==> config.mk <==
export PLATFORM = sky130hd
export DESIGN_NAME = keypad_scan_ctrl
export DESIGN_NICKNAME = d
export VERILOG_FILES = /design/src/rtl/keypad_pkg.sv /design/src/rtl/keypad_event_fifo.sv /design/src/rtl/keypad_scan_ctrl.sv
export SDC_FILE = /design/constraint.sdc
export NUM_CORES = 1
export LEC_CHECK = 0
export ABC_AREA = 1
export CORE_AREA = 5 5 110 112
export DETAILED_ROUTE_END_ITERATION = 10
export DIE_AREA = 0 0 115 117
export GPL_TIMING_DRIVEN = 0
export PLACE_DENSITY = 0.59
export SYNTH_ARGS = -nofsm -noshare
export SYNTH_HDL_FRONTEND = slang
export SYNTH_SLANG_ARGS = --single-unit
==> constraint.sdc <==
create_clock -name CLOCK_50 -period 2.42 [get_ports CLOCK_50]
set_input_delay 0.484 -clock CLOCK_50 [delete_from_list [all_inputs] [get_ports CLOCK_50]]
set_output_delay 0.484 -clock CLOCK_50 [all_outputs]
set_load 0.02 [all_outputs]
==> src/rtl/keypad_pkg.sv <==
// -----------------------------------------------------------------------------
// keypad_pkg
// Shared types and constant helpers for the keypad scanner.
//   kp_state_e : scanner FSM state encoding
//   code_w()   : width of a key code for a ROWS x COLS matrix
//   cnt_w()    : width of an unsigned counter that must hold 0..max_val
// -----------------------------------------------------------------------------
package keypad_pkg;

  typedef enum logic [2:0] {
    ST_IDLE     = 3'd0,
    ST_SCAN     = 3'd1,
    ST_DEBOUNCE = 3'd2,
    ST_HELD     = 3'd3,
    ST_RELEASE  = 3'd4
  } kp_state_e;

  function automatic int code_w(input int rows, input int cols);
    return (rows * cols > 1) ? $clog2(rows * cols) : 1;
  endfunction

  function automatic int cnt_w(input int max_val);
    return (max_val > 1) ? $clog2(max_val + 1) : 1;
  endfunction

endpackage

==> src/rtl/keypad_event_fifo.sv <==
// -----------------------------------------------------------------------------
// keypad_event_fifo
// Small synchronous FIFO for key events with a registered head-of-queue.
//   clk_sys  in   system clock
//   rst_n    in   asynchronous active-low reset
//   push_i   in   write din_i (dropped when full unless a pop happens too)
//   pop_i    in   remove head (ignored when empty)
//   din_i    in   WIDTH event data
//   dout_o   out  WIDTH registered head entry
//   valid_o  out  registered "not empty"
//   count_o  out  entries held, 0..DEPTH
//   full_o   out  count == DEPTH
//   empty_o  out  count == 0
// -----------------------------------------------------------------------------
module keypad_event_fifo #(
  parameter int WIDTH = 4,
  parameter int DEPTH = 8
) (
  input  logic                     clk_sys,
  input  logic                     rst_n,
  input  logic                     push_i,
  input  logic                     pop_i,
  input  logic [WIDTH-1:0]         din_i,
  output logic [WIDTH-1:0]         dout_o,
  output logic                     valid_o,
  output logic [$clog2(DEPTH):0]   count_o,
  output logic                     full_o,
  output logic                     empty_o
);

  localparam int AW  = $clog2(DEPTH);
  localparam int CNW = AW + 1;

  logic [WIDTH-1:0] mem_q [DEPTH];
  logic [AW-1:0]    wr_q, rd_q;
  logic [CNW-1:0]   cnt_q, cnt_d;
  logic [WIDTH-1:0] head_q, head_d;
  logic             valid_q;
  logic             full, empty, do_pop, do_push;

  assign empty   = (cnt_q == '0);
  assign full    = (cnt_q == CNW'(DEPTH));
  assign do_pop  = pop_i & ~empty;
  // A pop in the same cycle frees the slot, so a push into a full FIFO
  // still lands when the consumer is draining.
  assign do_push = push_i & (~full | do_pop);

  always_comb begin
    cnt_d = cnt_q;
    if (do_push && !do_pop)      cnt_d = cnt_q + 1'b1;
    else if (do_pop && !do_push) cnt_d = cnt_q - 1'b1;

    // Head register tracks mem_q[rd] one cycle ahead so the output is a flop.
    head_d = head_q;
    if (do_push && (empty || (do_pop && cnt_q == CNW'(1)))) head_d = din_i;
    else if (do_pop && cnt_q > CNW'(1))                     head_d = mem_q[rd_q + 1'b1];
  end

  always_ff @(posedge clk_sys or negedge rst_n) begin
    if (!rst_n) begin
      for (int i = 0; i < DEPTH; i++) mem_q[i] <= '0;
      wr_q    <= '0;
      rd_q    <= '0;
      cnt_q   <= '0;
      head_q  <= '0;
      valid_q <= 1'b0;
    end else begin
      if (do_push) begin
        mem_q[wr_q] <= din_i;
        wr_q        <= wr_q + 1'b1;
      end
      if (do_pop) rd_q <= rd_q + 1'b1;
      cnt_q   <= cnt_d;
      head_q  <= head_d;
      valid_q <= (cnt_d != '0);
    end
  end

  assign dout_o  = head_q;
  assign valid_o = valid_q;
  assign count_o = cnt_q;
  assign full_o  = full;
  assign empty_o = empty;

endmodule

==> src/rtl/keypad_scan_ctrl.sv <==
// -----------------------------------------------------------------------------
// keypad_scan_ctrl
// Row-scanning matrix keypad controller with debounce and an event FIFO.
//   CLOCK_50      in   system clock, rising edge
//   reset         in   asynchronous active-low reset
//   keypad_column in   COLS column sense, active-low, asynchronous
//   keypad_row    out  ROWS row drive, active-low
//   key_valid     out  FIFO not empty
//   key_code      out  head-of-FIFO code = row*COLS + col
//   key_pop       in   consume head (ignored when empty)
//   fifo_count    out  events buffered
//   overflow      out  sticky, set when an accepted press finds the FIFO full
//   overflow_clr  in   clear overflow (a same-cycle set wins)
//   irq           out  key_valid | overflow
// Optional build macro: KEYPAD_REPEAT_EN adds auto-repeat while a key is held.
//
// state    | meaning
// ---------+----------------------------------------------------------------
// IDLE     | all rows driven low, waiting for any column to go low
// SCAN     | one row driven, settle then sample; advance row or latch key
// DEBOUNCE | latched column must stay low DEBOUNCE_CYC samples, then push
// HELD     | key accepted, waiting for latched column to go high
// RELEASE  | latched column must stay high DEBOUNCE_CYC samples, then IDLE
// -----------------------------------------------------------------------------
module keypad_scan_ctrl
  import keypad_pkg::*;
#(
  parameter int ROWS         = 4,
  parameter int COLS         = 4,
  parameter int SETTLE_CYC   = 500,
  parameter int DEBOUNCE_CYC = 500000,
  parameter int FIFO_DEPTH   = 8,
  parameter int REPEAT_CYC   = 25000000
) (
  input  logic                          CLOCK_50,
  input  logic                          reset,
  input  logic [COLS-1:0]               keypad_column,
  output logic [ROWS-1:0]               keypad_row,
  output logic                          key_valid,
  output logic [code_w(ROWS, COLS)-1:0] key_code,
  input  logic                          key_pop,
  output logic [$clog2(FIFO_DEPTH):0]   fifo_count,
  output logic                          overflow,
  input  logic                          overflow_clr,
  output logic                          irq
);

  localparam int CW   = code_w(ROWS, COLS);
  localparam int RW   = cnt_w(ROWS - 1);
  localparam int CLW  = cnt_w(COLS - 1);
  localparam int TMAX = (SETTLE_CYC > DEBOUNCE_CYC) ? SETTLE_CYC : DEBOUNCE_CYC;
  localparam int TW   = cnt_w(TMAX);

  localparam logic [TW-1:0] SETTLE_LD = TW'(SETTLE_CYC - 1);
  localparam logic [TW-1:0] DEB_LD    = TW'(DEBOUNCE_CYC - 1);
  localparam logic [RW-1:0] ROW_LAST  = RW'(ROWS - 1);

  // Settle must cover the two-flop synchroniser plus the row drive flop.
  if (ROWS < 2 || ROWS > 8 || COLS < 2 || COLS > 8 || SETTLE_CYC < 3 ||
      DEBOUNCE_CYC < 1 || FIFO_DEPTH < 2 || (FIFO_DEPTH & (FIFO_DEPTH - 1)) != 0 ||
      REPEAT_CYC < 1) begin : g_bad_param
    $error("keypad_scan_ctrl: parameter out of range");
  end

  logic [COLS-1:0] col_s1_q, col_s2_q;
  kp_state_e       state_q, state_d;
  logic [RW-1:0]   row_q, row_d;
  logic [CLW-1:0]  col_q, col_d;
  logic [TW-1:0]   tmr_q, tmr_d;
  logic [ROWS-1:0] row_drv_q, row_drv_d;
  logic            overflow_q, overflow_d;
  logic            any_low, lat_low, push_first, push;
  logic [CLW-1:0]  low_col;
  logic            fifo_full, fifo_empty, pop_ok, ovf_set;

  always_ff @(posedge CLOCK_50 or negedge reset) begin
    if (!reset) begin
      col_s1_q <= '1;
      col_s2_q <= '1;
    end else begin
      col_s1_q <= keypad_column;
      col_s2_q <= col_s1_q;
    end
  end

  // Descending loop so the lowest low column is the last (winning) assignment.
  always_comb begin
    any_low = ~&col_s2_q;
    low_col = '0;
    for (int c = COLS - 1; c >= 0; c--) begin
      if (!col_s2_q[c]) low_col = CLW'(c);
    end
  end

  assign lat_low = ~col_s2_q[col_q];

  always_comb begin
    state_d    = state_q;
    row_d      = row_q;
    col_d      = col_q;
    tmr_d      = tmr_q;
    push_first = 1'b0;
    case (state_q)
      ST_IDLE: begin
        if (any_low) begin
          state_d = ST_SCAN;
          row_d   = '0;
          tmr_d   = SETTLE_LD;
        end
      end
      ST_SCAN: begin
        if (tmr_q != '0) begin
          tmr_d = tmr_q - 1'b1;
        end else if (any_low) begin
          state_d = ST_DEBOUNCE;
          col_d   = low_col;
          tmr_d   = DEB_LD;
        end else if (row_q == ROW_LAST) begin
          state_d = ST_IDLE;
        end else begin
          row_d = row_q + 1'b1;
          tmr_d = SETTLE_LD;
        end
      end
      ST_DEBOUNCE: begin
        if (!lat_low) begin
          state_d = ST_IDLE;
        end else if (tmr_q == '0) begin
          push_first = 1'b1;
          state_d    = ST_HELD;
        end else begin
          tmr_d = tmr_q - 1'b1;
        end
      end
      ST_HELD: begin
        if (!lat_low) begin
          state_d = ST_RELEASE;
          tmr_d   = DEB_LD;
        end
      end
      ST_RELEASE: begin
        if (lat_low) begin
          state_d = ST_HELD;
        end else if (tmr_q == '0) begin
          state_d = ST_IDLE;
        end else begin
          tmr_d = tmr_q - 1'b1;
        end
      end
      default: state_d = ST_IDLE;
    endcase

    row_drv_d = (state_d == ST_IDLE) ? '0 : ~(ROWS'(1) << row_d);
  end

  always_ff @(posedge CLOCK_50 or negedge reset) begin
    if (!reset) begin
      state_q   <= ST_IDLE;
      row_q     <= '0;
      col_q     <= '0;
      tmr_q     <= '0;
      row_drv_q <= '1;
    end else begin
      state_q   <= state_d;
      row_q     <= row_d;
      col_q     <= col_d;
      tmr_q     <= tmr_d;
      row_drv_q <= row_drv_d;
    end
  end

`ifdef KEYPAD_REPEAT_EN
  localparam int              RPW    = cnt_w(REPEAT_CYC);
  localparam logic [RPW-1:0]  REP_LD = RPW'(REPEAT_CYC - 1);

  logic [RPW-1:0] rep_q, rep_d;
  logic           rep_push;

  // Keeps counting through a RELEASE bounce; if it expires there the repeat
  // fires as soon as the key is seen held again.
  always_comb begin
    rep_d    = rep_q;
    rep_push = 1'b0;
    if (push_first) begin
      rep_d = REP_LD;
    end else if (state_q == ST_HELD && lat_low && rep_q == '0) begin
      rep_push = 1'b1;
      rep_d    = REP_LD;
    end else if ((state_q == ST_HELD || state_q == ST_RELEASE) && rep_q != '0) begin
      rep_d = rep_q - 1'b1;
    end
  end

  always_ff @(posedge CLOCK_50 or negedge reset) begin
    if (!reset) rep_q <= '0;
    else        rep_q <= rep_d;
  end

  assign push = push_first | rep_push;
`else
  assign push = push_first;
`endif

  keypad_event_fifo #(
    .WIDTH (CW),
    .DEPTH (FIFO_DEPTH)
  ) u_fifo (
    .clk_sys (CLOCK_50),
    .rst_n   (reset),
    .push_i  (push),
    .pop_i   (key_pop),
    .din_i   (CW'(row_q * COLS + col_q)),
    .dout_o  (key_code),
    .valid_o (key_valid),
    .count_o (fifo_count),
    .full_o  (fifo_full),
    .empty_o (fifo_empty)
  );

  assign pop_ok     = key_pop & ~fifo_empty;
  assign ovf_set    = push & fifo_full & ~pop_ok;
  assign overflow_d = ovf_set ? 1'b1 : (overflow_clr ? 1'b0 : overflow_q);

  always_ff @(posedge CLOCK_50 or negedge reset) begin
    if (!reset) overflow_q <= 1'b0;
    else        overflow_q <= overflow_d;
  end

  assign keypad_row = row_drv_q;
  assign overflow   = overflow_q;
  assign irq        = key_valid | overflow_q;

endmodule
==> reports/metrics.cfg <==
[floorplanning]
ios = 23
die_h_um = 117
start_util_pct = 41.04
dieArea_mm2 = 0.01346
die_w_um = 115
rows = 39
core-area_mm2 = 0.01113

[setup_path]
path_buf_inv = 2
crit_type = flop to flop
r2r-start = tmr_q[0]
crit_slowest_cell = dfrtp_1
crit_family = simple AND/OR/NAND/NOR gates
cp_data_arrival_time_ns = 2.46
cp.required_ns = 2.66
critical_path.max_fanout = 10
critPathLaunchType = flop
end_kind = flop
reg2reg_to = tmr_q[2]
r2r_cells = 12
cp_slowest_stage_delay_ns = 0.37
path_cells = inv_1 -> ha_1 -> nand2_2 -> nor2_4 -> nand3_2 -> buf_6 -> nor2_1 -> nor2_1 -> nor2_2 -> o21ai_0 -> nand2_1 -> nand2_1
ff2ff_setup_slack_ns = 0.20

[layout]
syn2layout_area_growth_pct = 16.53
n_antenna_cell = 0
nets = 614
drive_gt1_share_pct = 11.74
utilization_pct = 47.82
fillCellCount = 1104

[grt]
antenna_found_initial = 0
grt.total_usage_pct = 16.54
grt_max_degree = 49
grt_pass1_vias = 3568
grt-ovfl-total = 0
grt_pass1_wl_um = 17390

[synth]
synth_cell_types = 37
syn_inst = 564
yosysTopAreaCellShare_pct = 40.56
synth_async_sr_flop_share_pct = 100.0
synth-seq-cells = 86
yosysTopAreaCell = dfrtp_1
synth_top_flop_cell = dfrtp_1
synth_area_mm2 = 0.004566
synth_area_leaders = dfrtp_1 (41%), nand2_1 (14%), dfstp_2 (6.9%)
yosysSeqAreaShare_pct = 47.47
netlist_top_cells_count = nand2_1 (174), dfrtp_1 (74), nor2_1 (64)
synth_edf_count = 0
syn_area_per_cell_um2 = 8.095
yosys_warnings = 0
yosysMostFrequentCell = nand2_1
synth_nets = 578

[min_path]
hold_path.class = primary input to async pin

[drt]
viasPerCell = 5.041
detail-route-antenna-nets = 0
wl_per_cell_um = 13.70
drtIter0Drc = 189
via_count = 3771
drc = 0
routed_wl_um = 10250
first_pass_iters = 5

[timing]
fin_worst_skew_ns = 0.01083
post-route-period-util_pct = 91.84
fin_setup_tns_ns = 0
hold_viol_final = 0
setup_violations = 0
fmax_ghz = 0.4499
finalCriticalPeriod_ns = 2.222
maxSlewViolCount = 0
tightest_slew_ns = 0.5307
slew_headroom_pct = 64.62

[clock_network]
htree_levels = 3
clk_pin_slew_worst_paths_ns = 0.06
insertion_delay_ns = 0.35
clock-sinks = 86
cts-root-buf = clkbuf_16
cts_buffer_depth = 2
ctsHoldBuffers = 0
cts_tree = built
numCtsBuffers = 9

[power]
vdd_drop_max_mv = 0.5884
p_leak_nw = 2.538
powerDensity_mw_per_mm2 = 808.7
fin_total_pwr_mw = 4.302

[placement]
io_buffers = 22
hpwl_um = 7544
gp_congestion = 0.9358

[outcome]
status = completed

[job]
drv_cap = 0

[stage by stage]
stage	cells	cell area [um^2]	setup slack (ns)	hold WS, ns
6_report	748	5320	0.1975	0.1198
3_3_place_gp	729	4965	-2.273	0.3479
2_1_floorplan	564	4566	0.5024	0.1884
5_1_grt	748	5320	-0.006017	0.1540
3_5_place_dp	730	4990	0.09739	0.3475
4_1_cts	746	5303	0.08570	0.1314
[cells by family after synthesis]
kind of cell / Yosys count / share of synthesized area (%)
AO/OA/AOI/OAI: 97 / 12.22
adder cells (fa/ha/maj): 6 / 1.644
buffers and inverters: 52 / 4.905
AND/OR/NAND/NOR: 299 / 29.16
XOR/XNOR: 24 / 4.604
flip-flops: 86 / 47.47
[registers in the layout, indices dropped and copies added, names as in the netlist]
signal	count
col_q	2
col_s1_q	4
col_s2_q	4
keypad_row	4
overflow	1
row_q	2
state_q	3
tmr_q	19
u_fifo.count_o	4
u_fifo.dout_o	4
u_fifo.mem_q	32
u_fifo.rd_q	3
u_fifo.valid_o	1
u_fifo.wr_q	3
[report_power, final]
| part | switching (mW) | internal [mW] |
|---|---|---|
| Combinational | 0.742 | 0.481 |
| Clock | 0.559 | 0.883 |
| Sequential | 0.0909 | 1.55 |
[layout make-up]
type / count / area [um^2] / share of cell area [%]
Multi-Input combinational cell: 426 / 2177 / 40.92
Sequential cell: 86 / 2167 / 40.73
Clock buffer: 13 / 270.3 / 5.080
Timing Repair Buffer: 25 / 260.3 / 4.892
Tap cell: 143 / 178.9 / 3.363
Inverter: 43 / 161.4 / 3.034
Buffer: 9 / 62.56 / 1.176
Clock inverter: 3 / 42.54 / 0.7996
[cell usage in the layout, fill, tap and decap left out, types with 2 or more instances in the layout]
cell type,n
o21ai_0,39
nand3_1,27
nand2_4,6
xnor2_1,5
clkbuf_1,4
nand2_1,174
clkbuf_16,9
nor2_8,3
ha_1,6
buf_4,4
nor3_2,2
o21ai_1,31
clkdlybuf4s50_1,21
nor3_1,6
dfrtp_1,74
xor2_1,19
nor2_4,2
buf_2,2
nor2_1,63
nand3_2,2
nor2_2,3
dfstp_2,12
inv_2,4
o211ai_1,6
a21oi_1,4
nand2_2,6
o21ai_2,5
inv_1,39
clkbuf_8,3
buf_6,3
o221ai_1,8
[metal layers]
| metal | part of all wire, % | vias up | global-route usage (%) |
|---|---|---|---|
| met4 | 2.0 | 0 | 6.808 |
| li1 | - | 1906 | - |
| met2 | 46 | 89 | 26.31 |
| met5 | 0 | - | 0 |
| met1 | 46 | 1761 | 21.94 |
| met3 | 5.2 | 15 | 3.702 |
[worst max path at each step]
| stage | start | endpoint | slack, ns | depth (start not counted) |
|---|---|---|---|---|
| final | tmr_q[0] | tmr_q[2] | 0.20 | 12 |
| after global routing | tmr_q[0] | tmr_q[2] | -0.006 | 12 |
| after CTS | tmr_q[0] | tmr_q[2] | 0.09 | 12 |
| after detailed placement | tmr_q[0] | tmr_q[2] | 0.1 | 12 |
| after global placement | reset | tmr_q[0] | -2.27 | 1 |
| after floorplan | tmr_q[0] | u_fifo.mem_q[2] | 0.50 | 12 |
[repair_timing]
item                                    in CTS  in global routing
endpoints found under the setup margin       0                  6
gates resized for setup                      0                  1
setup buffers                                0                  2
(Power assumes the default switching activity.)
